<file path="src/rtl/mdu_pkg.sv">
// mdu_pkg: definitions shared by decode, the MDU datapath and the MDU
// sequencing controller.
//   - 4-bit MDU op codes carried down the pipeline with each instruction
//   - controller state encoding
//   - is_md / is_mt classification helpers
package mdu_pkg;

    localparam logic [3:0] NOP   = 4'd0;
    localparam logic [3:0] MULT  = 4'd1;
    localparam logic [3:0] MULTU = 4'd2;
    localparam logic [3:0] DIV   = 4'd3;
    localparam logic [3:0] DIVU  = 4'd4;
    localparam logic [3:0] MFHI  = 4'd5;
    localparam logic [3:0] MFLO  = 4'd6;
    localparam logic [3:0] MTHI  = 4'd7;
    localparam logic [3:0] MTLO  = 4'd8;

    typedef enum logic {
        IDLE = 1'b0,
        RUN  = 1'b1
    } mdu_state_e;

    // Multi-cycle arithmetic ops that occupy the unit.
    function automatic logic is_md(input logic [3:0] op);
        return (op == MULT) || (op == MULTU) || (op == DIV) || (op == DIVU);
    endfunction

    // Single-cycle direct writes to HI/LO.
    function automatic logic is_mt(input logic [3:0] op);
        return (op == MTHI) || (op == MTLO);
    endfunction

endpackage

</file>
<file path="src/rtl/mdu_lat_cnt.sv">
// mdu_lat_cnt: loadable down-counter with a zero flag, used to time the
// fixed latency of multi-cycle units.
// Ports:
//   clk, reset  : clock, asynchronous active-high reset (count -> 0)
//   load        : load load_val on this edge (has priority over dec)
//   load_val    : value to load
//   dec         : decrement on this edge; ignored once the count is 0
//   cnt         : current count
//   zero        : cnt == 0
module mdu_lat_cnt #(
    parameter int W = 4
) (
    input  logic         clk,
    input  logic         reset,
    input  logic         load,
    input  logic [W-1:0] load_val,
    input  logic         dec,
    output logic [W-1:0] cnt,
    output logic         zero
);

    assign zero = (cnt == '0);

    // Saturates at zero so a stray dec can never wrap the count.
    always_ff @(posedge clk or posedge reset) begin
        if (reset) begin
            cnt <= '0;
        end else if (load) begin
            cnt <= load_val;
        end else if (dec && !zero) begin
            cnt <= cnt - 1'b1;
        end
    end

endmodule

</file>
<file path="src/rtl/mdu_ctrl.sv">
// mdu_ctrl: sequencing controller for the multi-cycle multiply/divide unit
// in the E stage. Issues start pulses, times the fixed mult/div latencies,
// generates the HI/LO commit and mthi/mtlo write enables, and stalls D
// while a result is pending.
// Ports:
//   clk, reset : clock, asynchronous active-high reset
//   op_e, op_d : MDU op codes of the instructions in E and D
//   req        : exception/interrupt flush of the E-stage instruction
//   start      : (comb) datapath latches operands/op on this edge
//   op_div     : (reg) running op is div/divu
//   busy       : (reg) operation in flight
//   commit     : (comb) HI_temp/LO_temp -> HI/LO on this edge
//   hi_we      : (comb) mthi write on this edge
//   lo_we      : (comb) mtlo write on this edge
//   stall      : (comb) hold the D stage
//   proto_err  : (reg, sticky) MDU op reached E while busy
//   state_dbg  : current FSM state, for observation
//   cnt_dbg    : current latency count, for observation
//
// Handshake: start is a single-cycle strobe with no back-pressure; the
// datapath must accept it on the edge it is high. commit is likewise a
// single-cycle strobe. Upstream correctness relies on stall: while stall
// is high the D instruction must not advance into E.
//
// MUL_LAT, DIV_LAT >= 1 and 2**CNT_W > max(MUL_LAT, DIV_LAT) are required.
module mdu_ctrl
    import mdu_pkg::*;
#(
    parameter int MUL_LAT = 5,
    parameter int DIV_LAT = 10,
    parameter int CNT_W   = 4
) (
    input  logic             clk,
    input  logic             reset,
    input  logic [3:0]       op_e,
    input  logic [3:0]       op_d,
    input  logic             req,
    output logic             start,
    output logic             op_div,
    output logic             busy,
    output logic             commit,
    output logic             hi_we,
    output logic             lo_we,
    output logic             stall,
    output logic             proto_err,
    output mdu_state_e       state_dbg,
    output logic [CNT_W-1:0] cnt_dbg
);

    // The counter holds LAT-1 in the first RUN cycle and commit fires when it
    // reaches 0, giving exactly LAT busy cycles after the issue edge.
    localparam logic [CNT_W-1:0] MUL_LOAD = CNT_W'(MUL_LAT - 1);
    localparam logic [CNT_W-1:0] DIV_LOAD = CNT_W'(DIV_LAT - 1);

    mdu_state_e       state_q, state_d;
    logic             cnt_load, cnt_dec, cnt_zero;
    logic [CNT_W-1:0] load_val;
    logic [CNT_W-1:0] cnt;
    logic             op_e_div;
    logic             proto_set;

    assign op_e_div = (op_e == DIV) || (op_e == DIVU);

    mdu_lat_cnt #(
        .W(CNT_W)
    ) u_lat_cnt (
        .clk      (clk),
        .reset    (reset),
        .load     (cnt_load),
        .load_val (load_val),
        .dec      (cnt_dec),
        .cnt      (cnt),
        .zero     (cnt_zero)
    );

    always_ff @(posedge clk or posedge reset) begin
        if (reset) begin
            state_q <= IDLE;
        end else begin
            state_q <= state_d;
        end
    end

    always_comb begin
        state_d   = state_q;
        start     = 1'b0;
        commit    = 1'b0;
        hi_we     = 1'b0;
        lo_we     = 1'b0;
        cnt_load  = 1'b0;
        cnt_dec   = 1'b0;
        proto_set = 1'b0;
        load_val  = MUL_LOAD;
        case (state_q)
            IDLE: begin
                // A flushed (req) instruction never executes.
                if (is_md(op_e) && !req) begin
                    start    = 1'b1;
                    cnt_load = 1'b1;
                    load_val = op_e_div ? DIV_LOAD : MUL_LOAD;
                    state_d  = RUN;
                end
                hi_we = (op_e == MTHI) && !req;
                lo_we = (op_e == MTLO) && !req;
            end
            RUN: begin
                // req is ignored here: the running op has already left E.
                cnt_dec = 1'b1;
                if (cnt_zero) begin
                    commit  = 1'b1;
                    state_d = IDLE;
                end
                // An MDU op in E while busy means stall was not honoured;
                // drop it and flag the violation.
                if (is_md(op_e) || is_mt(op_e)) begin
                    proto_set = 1'b1;
                end
            end
            default: state_d = IDLE;
        endcase
    end

    always_ff @(posedge clk or posedge reset) begin
        if (reset) begin
            op_div    <= 1'b0;
            proto_err <= 1'b0;
        end else begin
            if (start) begin
                op_div <= op_e_div;
            end
            if (proto_set) begin
                proto_err <= 1'b1;
            end
        end
    end

    assign busy = (state_q == RUN);

    // busy covers the commit cycle too, so a dependent mfhi/mflo in D only
    // enters E once HI/LO hold the new result.
    assign stall = (op_d != NOP) && (busy || is_md(op_e));

    assign state_dbg = state_q;
    assign cnt_dbg   = cnt;

endmodule

</file>
<file path="config.mk">
export PLATFORM = sky130hd
export DESIGN_NAME = mdu_ctrl
export DESIGN_NICKNAME = d
export VERILOG_FILES = /design/src/rtl/mdu_pkg.sv /design/src/rtl/mdu_lat_cnt.sv /design/src/rtl/mdu_ctrl.sv
export SDC_FILE = /design/constraint.sdc
export NUM_CORES = 1
export LEC_CHECK = 0
export CORE_UTILIZATION = 36
export CTS_CLUSTER_SIZE = 20
export DETAILED_ROUTE_END_ITERATION = 8
export PLACE_DENSITY = 0.73
export SYNTH_ARGS = -nofsm -noshare
export SYNTH_HDL_FRONTEND = slang
export SYNTH_HIERARCHICAL = 1
export SYNTH_SLANG_ARGS = --single-unit
</file>
<file path="constraint.sdc">
create_clock -name clk -period 1.85 [get_ports clk]
set_input_delay 0.2775 -clock clk [delete_from_list [all_inputs] [get_ports clk]]
set_output_delay 0.2775 -clock clk [all_outputs]
set_load 0.02 [all_outputs]
</file>
Yosys cells after proc, flatten, opt, wreduce, memory -nomap -nowiden. Index checks and enable logic that the tools add are counted.

Bitwise operators: 1. Mux-type cells: 16. Reduce and logical (&&, ||, !) cells: 17. Add/sub/neg operators: 1. Equal/unequal tests: 6.

Operator list (count): $mux 4 (5); $mux 1 (10); $eq 4x2->1 const B (2); $eq 4x3->1 const B (2); $logic_or 1x1->1 (7); $logic_and 1x1->1 (5); $eq 4x1->1 const B (1); $eq 4x4->1 const B (1); $logic_not 4->1 (1); $reduce_bool 4->1 (1); $sub 4x1->4 const B (1); $logic_not 1->1 (2); $pmux 1 s2 (1); $reduce_bool 2->1 (1); $not 1->1 (1).

Bits of input ports: 11. Output and inout bits: 13. Word-level logic and storage cells: 45. Flip-flop bits (word level): 7.

Logic depth before layout (Yosys ltp). Gate-level depths: netlist of run 1.

Depth in word-level cells: 8. Mapped depth: 6. Gate-level depth less buffers: 5.

By module. Netlist of run 1, hierarchy kept.

Modules (own cells, without submodules): mdu_ctrl (seq. area each 75.1 um^2, cells an instance 36, instances 1, area an instance 276.5 um^2); mdu_lat_cnt (seq. area each 100.1 um^2, cells an instance 28, instances 1, area an instance 261.5 um^2).

Least setup slack after synthesis of run 1. No wires, ideal clock.

Path type: flip-flop to flip-flop. From: register state_q (netlist: busy). To: register u_lat_cnt.cnt[3]. Slack: -0.317 ns. Data required time: 1.724 ns. Arrival time: 2.041 ns. Path buffers: 2. Setup time: 0.126 ns. Stages on the path, launching flop included: 7. Clock period less this slack: 2.167 ns. Cell sequence: dfrtp_1 -> buf_6 -> or3_4 -> nor2_1 -> clkbuf_1 -> nor3_1 -> a221o_1.

Elaborated cells between the ends (all ways): 6. Classes of those cells: mux: 4; reduce/logical: 2.

RTL lines: from (decl) (RTL line mdu_ctrl.sv:55) `mdu_state_e state_q, state_d;`; from (signal assigned) (RTL line mdu_ctrl.sv:80) `state_q <= state_d;`; $mux 1 *; net start (RTL line mdu_ctrl.sv:38) `output logic start,`; $mux 4 or $reduce_bool 2->1 (tied branches); to (signal assigned) (RTL line mdu_lat_cnt.sv:29) `cnt <= load_val;`; to (signal assigned) (RTL line mdu_lat_cnt.sv:31) `cnt <= cnt - 1'b1;`; to (decl) (RTL line mdu_lat_cnt.sv:18) `output logic [W-1:0] cnt,`.

Mark *: on every way through the listed nets, which the timed path passes. The rest lies on a longest branch. A chain may end at the register's enable or synchronous reset.

Worst setup path in the final report of run 1.
From: register u_lat_cnt.cnt[0]. To: output commit.

Longest elaborated chain between the ends: 3.

Ends and longest elaborated chain: $logic_not 4->1 (RTL line mdu_lat_cnt.sv:22) `assign zero = (cnt == '0);`; net cnt_zero (RTL line mdu_ctrl.sv:56) `logic cnt_load, cnt_dec, cnt_zero;`; $mux 1 (RTL line mdu_ctrl.sv:109) `if (cnt_zero) begin`; $mux 1 (RTL line mdu_ctrl.sv:94) `case (state_q)`; to (decl) (RTL line mdu_ctrl.sv:41) `output logic commit,`.

The timed path passes the listed nets, and every way through them passes these cells.

==> impl_results.md, run 1 <==
* Post-synthesis sequential element count at 7
* Number of buffers created by CTS at 3
* Synthesized Nets at 76
* Share of async-settable or async-resettable flops after synthesis at 100.0%
* Most common library cell in the layout ignoring fill and taps: sky130_fd_sc_hd__buf_4
* Number of enable-type register cells in the synthesized netlist at 0
* Post-synthesis share of cell area spent on xor and xnor gates at approximately 1.6%
* Combinational family with the most area after synthesis: simple AND/OR/NAND/NOR gates
* Register-to-register path setup slack at 0.19 ns
* Post-synthesis average cell area at 8.407 um2
* Final Routed Wirelength at ~1400 um
* Via Count at 649
* Leakage power at 0.0004361 uW
* Number of filler instances in the final layout at 117
* Cell area reported after detailed placement at 938.4 um2
* Number of DRC violations after detailed-routing iteration 0 at 6
* Share of cells above drive strength 1 at 40.00%
* Diodes inserted at 0
* Clock transition at the registers of the reported paths at 0.05 ns
* Post-route fraction of the period consumed by the critical path at a little over nine tenths
* Largest stage delay, worst path at 0.39 ns
* Critical Path Source Type: register
* Post-synthesis share of cell area spent on full adders, half adders and majority gates at around 2.3%
* Clock Sinks at 7
* I/O pin cnt at 24
* Power consumption at 1232 uW
* Endpoints failing setup at 0
* Yosys top cell area share at 32.56%
* Buffer levels on the longest clock path at 2
* Sum of buffers and inverters on the critical path at 3
* Starting Density at roughly 40%
* Total Nets Final at 123
* Pre-CTS worst setup slack at -0.3607 ns
* Req. time, crit path at 1.57 ns
* Pin count of the biggest net entering global routing at 18
* Status: finished clean
* Area grow syn2layout at 81.86%
* Top fanout value on the critical path at 2
* Clk Latency, worst-skew pair at approximately 0.24 ns
* Total power per unit cell area at 1259 nW/um2
* Per-cell routed wire length at 10.86 um
* Cell chain of the critical path: inv_2, ha_4, or3b_4, inv_2, and2_4, buf_6
* Sequential area share after synthesis at 32.56%
* Multiplexer share of the synthesized area at 0%
* Largest vdd supply drop at approximately 0.65 mV
* CTS HTree Levels at 1
* Cell type with the highest aggregate area in the netlist: sky130_fd_sc_hd__dfrtp_1
* Initial antenna violation count at 0
* Endpoints failing hold at 0
* Final Instance Area at 978.4 um2
* Synthesized-area fraction occupied by ao, oa, aoi and oai cells at 23.26%
* First-pass GRT wire length at roughly 2200 um
* Maximum Capacitance Violations at 0
* Synth unique cells at 35
* Number of cells produced by synthesis at 64
* Critical setup path kind: register to output port
* Post-synth design cell area at 538.0 um2
* Max-slew violations at 0
* Drc violations at 0
* Setup total negative slack at 0 ns
* Worst min-delay path class: input pin to asynchronous set/reset pin
* RSZ-0062 raised after global routing: true
* Most Frequent Cell on Critical Path: sky130_fd_sc_hd__inv_2
* Setup slack after layout at 0.03537 ns
* Tot GR Track Use at 20.36%
* Post-Synth Simple-Gate Area at 29.77%
* Top delay family on crit path: simple AND/OR/NAND/NOR gates
* Die extent in y at 40.66 um
* Master cell of the clock root buffer: sky130_fd_sc_hd__clkbuf_4
* Number of search-and-repair iterations in the first detailed-routing pass at 4
* Port-buffer cells at 23
* Overflow after GRT at 0
* Most frequent cells in the layout: sky130_fd_sc_hd__buf_4, sky130_fd_sc_hd__clkdlybuf4s50_1, sky130_fd_sc_hd__inv_1, sky130_fd_sc_hd__dfrtp_1, sky130_fd_sc_hd__nor3_1
* Vias/cell at 5.192
* Half-perimeter wire length after placement at 1164 um
* Overall die area at 1653 um2
* Overall die width at 40.66 um
* Area contributors post-synth: sky130_fd_sc_hd__dfrtp_1, sky130_fd_sc_hd__inv_1, sky130_fd_sc_hd__nor3_1, sky130_fd_sc_hd__a21oi_1, sky130_fd_sc_hd__nand2_1
* Fin Clk Skew at about 0.0038 ns
* Clock period minus final worst setup slack at around 1.8 ns
* Main flop type after synthesis: sky130_fd_sc_hd__dfrtp_1
* Number of rows created at floorplan at 13
* Maximum frequency from static timing analysis at around 550 MHz
* Yosys warning count at 6
* Core Footprint at 1350 um2
* CP max stage cell: sky130_fd_sc_hd__dfrtp_1
* Setup bufs post-CTS at 0
* CP Capture Type: output port
* Total area of multi-input combinational cells at 347.8 um2
* Register area at 176.4 um2
* Count of antenna-violating nets left after detailed routing at 0
* Number of global-route vias before repair at 596
* Clock tree from TritonCTS: built
* Data arrival time at the worst-slack endpoint at 1.54 ns
* Gp weighted congestion at 0.7188
-- path summary, 6_finish.rpt --
kind                                                    from                           end  depth (start not counted)
worst max-delay path            u_lat_cnt/cnt[0]$_DFFE_PP0P_                        commit                          6
worst min-delay path                                   reset                busy$_DFF_PP0_                          2
worst max register to register  u_lat_cnt/cnt[0]$_DFFE_PP0P_  u_lat_cnt/cnt[0]$_DFFE_PP0P_                          6
worst min register to register         proto_err$_DFFE_PP0P_         proto_err$_DFFE_PP0P_                          2
max in group asynchronous                              reset  u_lat_cnt/cnt[2]$_DFFE_PP0P_                          2
min in group clk                       proto_err$_DFFE_PP0P_         proto_err$_DFFE_PP0P_                          2
-- timing repair --
action	in CTS	in global routing
setup endpoints to repair	5	4
pin swaps	0	2
resized for setup	19	13
hold buffers	0	0
-- logic make-up after synthesis --
family	after synthesis
adder cells (fa/ha/maj)	1
buffers and inverters	11
XOR/XNOR	1
AND/OR/NAND/NOR	25
other	1
flip-flops	7
AO/OA/AOI/OAI	18
-- sequential cells by signal, summed over array words and instances (netlist names) --
signal,cells
op_div,1
u_lat_cnt/cnt,4
busy,1
proto_err,1
-- Yosys cell counts, drive strengths merged (2+ instances only) --
cell	n
buf	2
o2111ai	2
nor3	5
dfrtp	7
nor2	3
inv	8
a21oi	4
or3	2
o21ai	4
nand2	5
-- report_power, final --
group / total [uW] / internal, uW / switching [uW]
sequential: 251 / 216 / 34.3
combinational: 849 / 453 / 396
clock: 133 / 81.9 / 50.8
-- through the flow --
step | cells | hold slack (ns) | utilization (%)
2_1_floorplan | 64 | 0.03108 | -
3_3_place_gp | 121 | 0.4888 | 69.51
3_5_place_dp | 121 | 0.4888 | 69.51
4_1_cts | 125 | 0.2260 | 71.18
5_1_grt | 125 | 0.2689 | 72.47
6_report | 125 | 0.2282 | 72.47
-- per-layer routing --
layer / track usage (%) / share of wire (%) / vias up / routed length (um)
met5: 0 / 0 / - / 0
met2: 40.08 / 55 / 27 / 747
met3: 3.261 / 4.2 / 2 / 57
li1: - / - / 330 / -
met4: 8.333 / 0.22 / 0 / 3
met1: 20.74 / 40 / 290 / 549
-- layout make-up --
cell class | instances | share of cell area [%]
clock buffer | 4 | 2.685
multi-input combinational | 46 | 35.55
timing repair buffer | 45 | 38.75
sequential | 7 | 18.03
tap | 15 | 1.918
inverter | 8 | 3.069
No activity file was read; power rests on OpenSTA's default activity.
==> run 2: changes to the inputs <==
--- a/config.mk
+++ b/config.mk
@@ -9,6 +9,7 @@
 export CTS_CLUSTER_SIZE = 20
 export DETAILED_ROUTE_END_ITERATION = 8
 export PLACE_DENSITY = 0.73
+export RECOVER_POWER = 100
 export SYNTH_ARGS = -nofsm -noshare
 export SYNTH_HDL_FRONTEND = slang
 export SYNTH_HIERARCHICAL = 1
==> run 2 against run 1 <==
Global-route usage unchanged. Largest power group unchanged. Sequential power hardly changed. Setup slack better by 0.0019 ns. Highest routed layer is now met3. Count of clock-buffer cells in the layout unchanged. Clock skew down 0.00062 ns. Largest cell class unchanged. Fmax is 0.11% higher. Combinational power fell by 2.6%. Critical path depth unchanged. Register-to-register slack about the same. Clock power hardly changed. Design area decreased by 0.38%. Wire length is 0.66% higher.
==> impl_results.md, run 2 (synthesized netlist as in run 1, its figures left out) <==
* Total area of multi-input combinational cells at 347.8 um2 (unchanged)
* Top fanout value on the critical path at 2 (unchanged)
* Setup slack after layout at 0.03730 ns (was 0.03537 ns)
* Core Footprint at 1350 um2 (unchanged)
* Number of rows created at floorplan at 13 (unchanged)
* Register-to-register path setup slack at 0.19 ns (about the same)
* Clock period minus final worst setup slack at 1.813 ns (was 1.815 ns)
* Post-layout instance count excluding filler cells at 125 (unchanged)
* Per-cell routed wire length at 10.93 um (was 10.86 um)
* Overall die area at 1653 um2 (unchanged)
* Maximum frequency from static timing analysis at 551.7 MHz (was 551.1 MHz)
* Number of global-route vias before repair at 596 (unchanged)
* Status: finished clean (unchanged)
* Number of placed cells counting well taps at 121 (unchanged)
* CP Capture Type: output port (unchanged)
* First-pass GRT wire length at 2208 um (unchanged)
* Count of antenna-violating nets left after detailed routing at 0 (unchanged)
* Critical Path Source Type: register (unchanged)
* Data arrival time at the worst-slack endpoint at 1.54 ns (about the same)
* Vias/cell at 5.160 (was 5.192)
* Maximum Capacitance Violations at 0 (unchanged)
* Port-buffer cells at 23 (unchanged)
* Number of buffers created by CTS at 3 (unchanged)
* Initial antenna violation count at 0 (unchanged)
* Buffer levels on the longest clock path at 2 (unchanged)
* Number of filler instances in the final layout at 119 (was 117)
* Number of DRC violations after detailed-routing iteration 0 at 11 (was 6)
* R2R cell count at 6 (unchanged)
* Launch instance of the worst register-to-register path: u_lat_cnt/cnt[0]$_DFFE_PP0P_ (unchanged)
* Endpoints failing hold at 0 (unchanged)
* Half-perimeter wire length after placement at 1164 um (unchanged)
* Number of search-and-repair iterations in the first detailed-routing pass at 4 (unchanged)
* Total Nets Final at 123 (unchanged)
* Leakage power at 0.0004313 uW (was 0.0004361 uW)
* Pin count of the biggest net entering global routing at 18 (unchanged)
* Worst min-delay path class: input pin to asynchronous set/reset pin (unchanged)
* Gp weighted congestion at 0.7188 (unchanged)
* Tot GR Track Use at 20.36% (unchanged)
* Clk Latency, worst-skew pair at 0.24 ns (about the same)
* RSZ-0062 raised after global routing: true (unchanged)
* Most flops, register: u_lat_cnt/cnt (unchanged)
* Total of hold buffers inserted after clock tree synthesis at 0 (unchanged)
* Total power per unit cell area at 1242 nW/um2 (was 1259 nW/um2)
* Clock transition at the registers of the reported paths at 0.05 ns (about the same)
* Overall die width at 40.66 um (unchanged)
* Pre-CTS worst setup slack at -0.3607 ns (unchanged)
* Overflow after GRT at 0 (unchanged)
* Starting Density at 39.85% (unchanged)
* Setup bufs post-CTS at 0 (unchanged)
* Post-route fraction of the period consumed by the critical path at 97.98% (was 98.09%)
* Endpoints failing setup at 0 (unchanged)
* Max-slew violations at 0 (unchanged)
* Clock tree from TritonCTS: built (unchanged)
* Critical setup path kind: register to output port (unchanged)
* Drc violations at 0 (unchanged)
* Final Routed Wirelength at 1366 um (was 1357 um)
* Share of cells above drive strength 1 at 39.09% (was 40.00%)
* Req. time, crit path at 1.57 ns (about the same)
* Max FFs per register at 4 (unchanged)
* Diodes inserted at 0 (unchanged)
* Master cell of the clock root buffer: sky130_fd_sc_hd__clkbuf_4 (unchanged)
* Die extent in y at 40.66 um (unchanged)
* Fin Clk Skew at 0.003163 ns (was 0.003787 ns)
* Via Count at 645 (was 649)
* Area grow syn2layout at 81.16% (was 81.86%)
* Clock Sinks at 7 (unchanged)
* Largest vdd supply drop at 0.6402 mV (was 0.6503 mV)
* CTS HTree Levels at 1 (unchanged)
* Most frequent cells in the layout: sky130_fd_sc_hd__buf_4, sky130_fd_sc_hd__clkdlybuf4s50_1, sky130_fd_sc_hd__dlygate4sd3_1, sky130_fd_sc_hd__inv_1, sky130_fd_sc_hd__dfrtp_1 (was sky130_fd_sc_hd__buf_4, sky130_fd_sc_hd__clkdlybuf4s50_1, sky130_fd_sc_hd__inv_1, sky130_fd_sc_hd__dfrtp_1, sky130_fd_sc_hd__nor3_1)
* Register area at 176.4 um2 (unchanged)
* RR Endpoint: u_lat_cnt/cnt[0]$_DFFE_PP0P_ (unchanged)
* Most common library cell in the layout ignoring fill and taps: sky130_fd_sc_hd__buf_4 (unchanged)
* I/O pin cnt at 24 (unchanged)
## run 2: through the flow
| step | utilization (%) | setup TNS, ns | cell area [um2] | hold WS (ns) | power, uW |
|---|---|---|---|---|---|
| 5_1_grt | 72.20 | -0.03027 | 974.7 | 0.3957 | 1312 |
| 3_5_place_dp | 69.51 | -1.569 | 938.4 | 0.4888 | 1073 |
| 2_1_floorplan | - | 0 | 550.5 | 0.03108 | 697.3 |
| 4_1_cts | 71.18 | -0.05352 | 960.9 | 0.2260 | 1204 |
| 3_3_place_gp | 69.51 | -1.466 | 938.4 | 0.4888 | 1055 |
| 6_report | 72.20 | 0 | 974.7 | 0.3622 | 1211 |
## run 2: worst max path at each step
stage	startpoint	end	slack [ns]	depth (start not counted)
after floorplan	busy$_DFF_PP0_	u_lat_cnt/cnt[3]$_DFFE_PP0P_	0.02	6
after global placement	op_e[3]	hi_we	-0.35	4
after detailed placement	op_e[3]	hi_we	-0.36	4
after CTS	u_lat_cnt/cnt[0]$_DFFE_PP0P_	commit	-0.05	6
after global routing	u_lat_cnt/cnt[0]$_DFFE_PP0P_	commit	-0.02	6
final	u_lat_cnt/cnt[0]$_DFFE_PP0P_	commit	0.04	6
## run 2: final cells by class
cell class,instances,area share [%]
multi-input combinational,46,35.69
tap,15,1.926
sequential,7,18.10
inverter,8,3.081
timing repair buffer,45,38.51
clock buffer,4,2.696
## run 2: critical path, stage by stage (launching register included)
cell and delay, ns:
sky130_fd_sc_hd__dfrtp_1 0.39, sky130_fd_sc_hd__inv_2 0.09, sky130_fd_sc_hd__ha_4 0.13, sky130_fd_sc_hd__or3b_4 0.38
sky130_fd_sc_hd__inv_2 0.07, sky130_fd_sc_hd__and2_4 0.13, sky130_fd_sc_hd__buf_6 0.10
## run 2: what timing repair did
| item | 4_1_cts | 5_1_grt |
|---|---|---|
| resized for setup | 19 | 13 |
| pin swaps | 0 | 2 |
| setup endpoints to repair | 5 | 4 |
## run 2: per-layer routing
metal  share of wire [%]  vias up  global-route usage [%]
met3                 4.2        0                   3.261
met2                  54       28                   40.08
met5                   0        -                       0
met1                  41      288                   20.74
met4                   0        0                   8.333
li1                    -      329                       -
## run 2: power breakdown
part           total (uW)  switching (uW)  internal, uW
Clock                 133            51.4          82.0
Sequential            250            33.9           216
Combinational         827             394           433
Total                1210             480           731
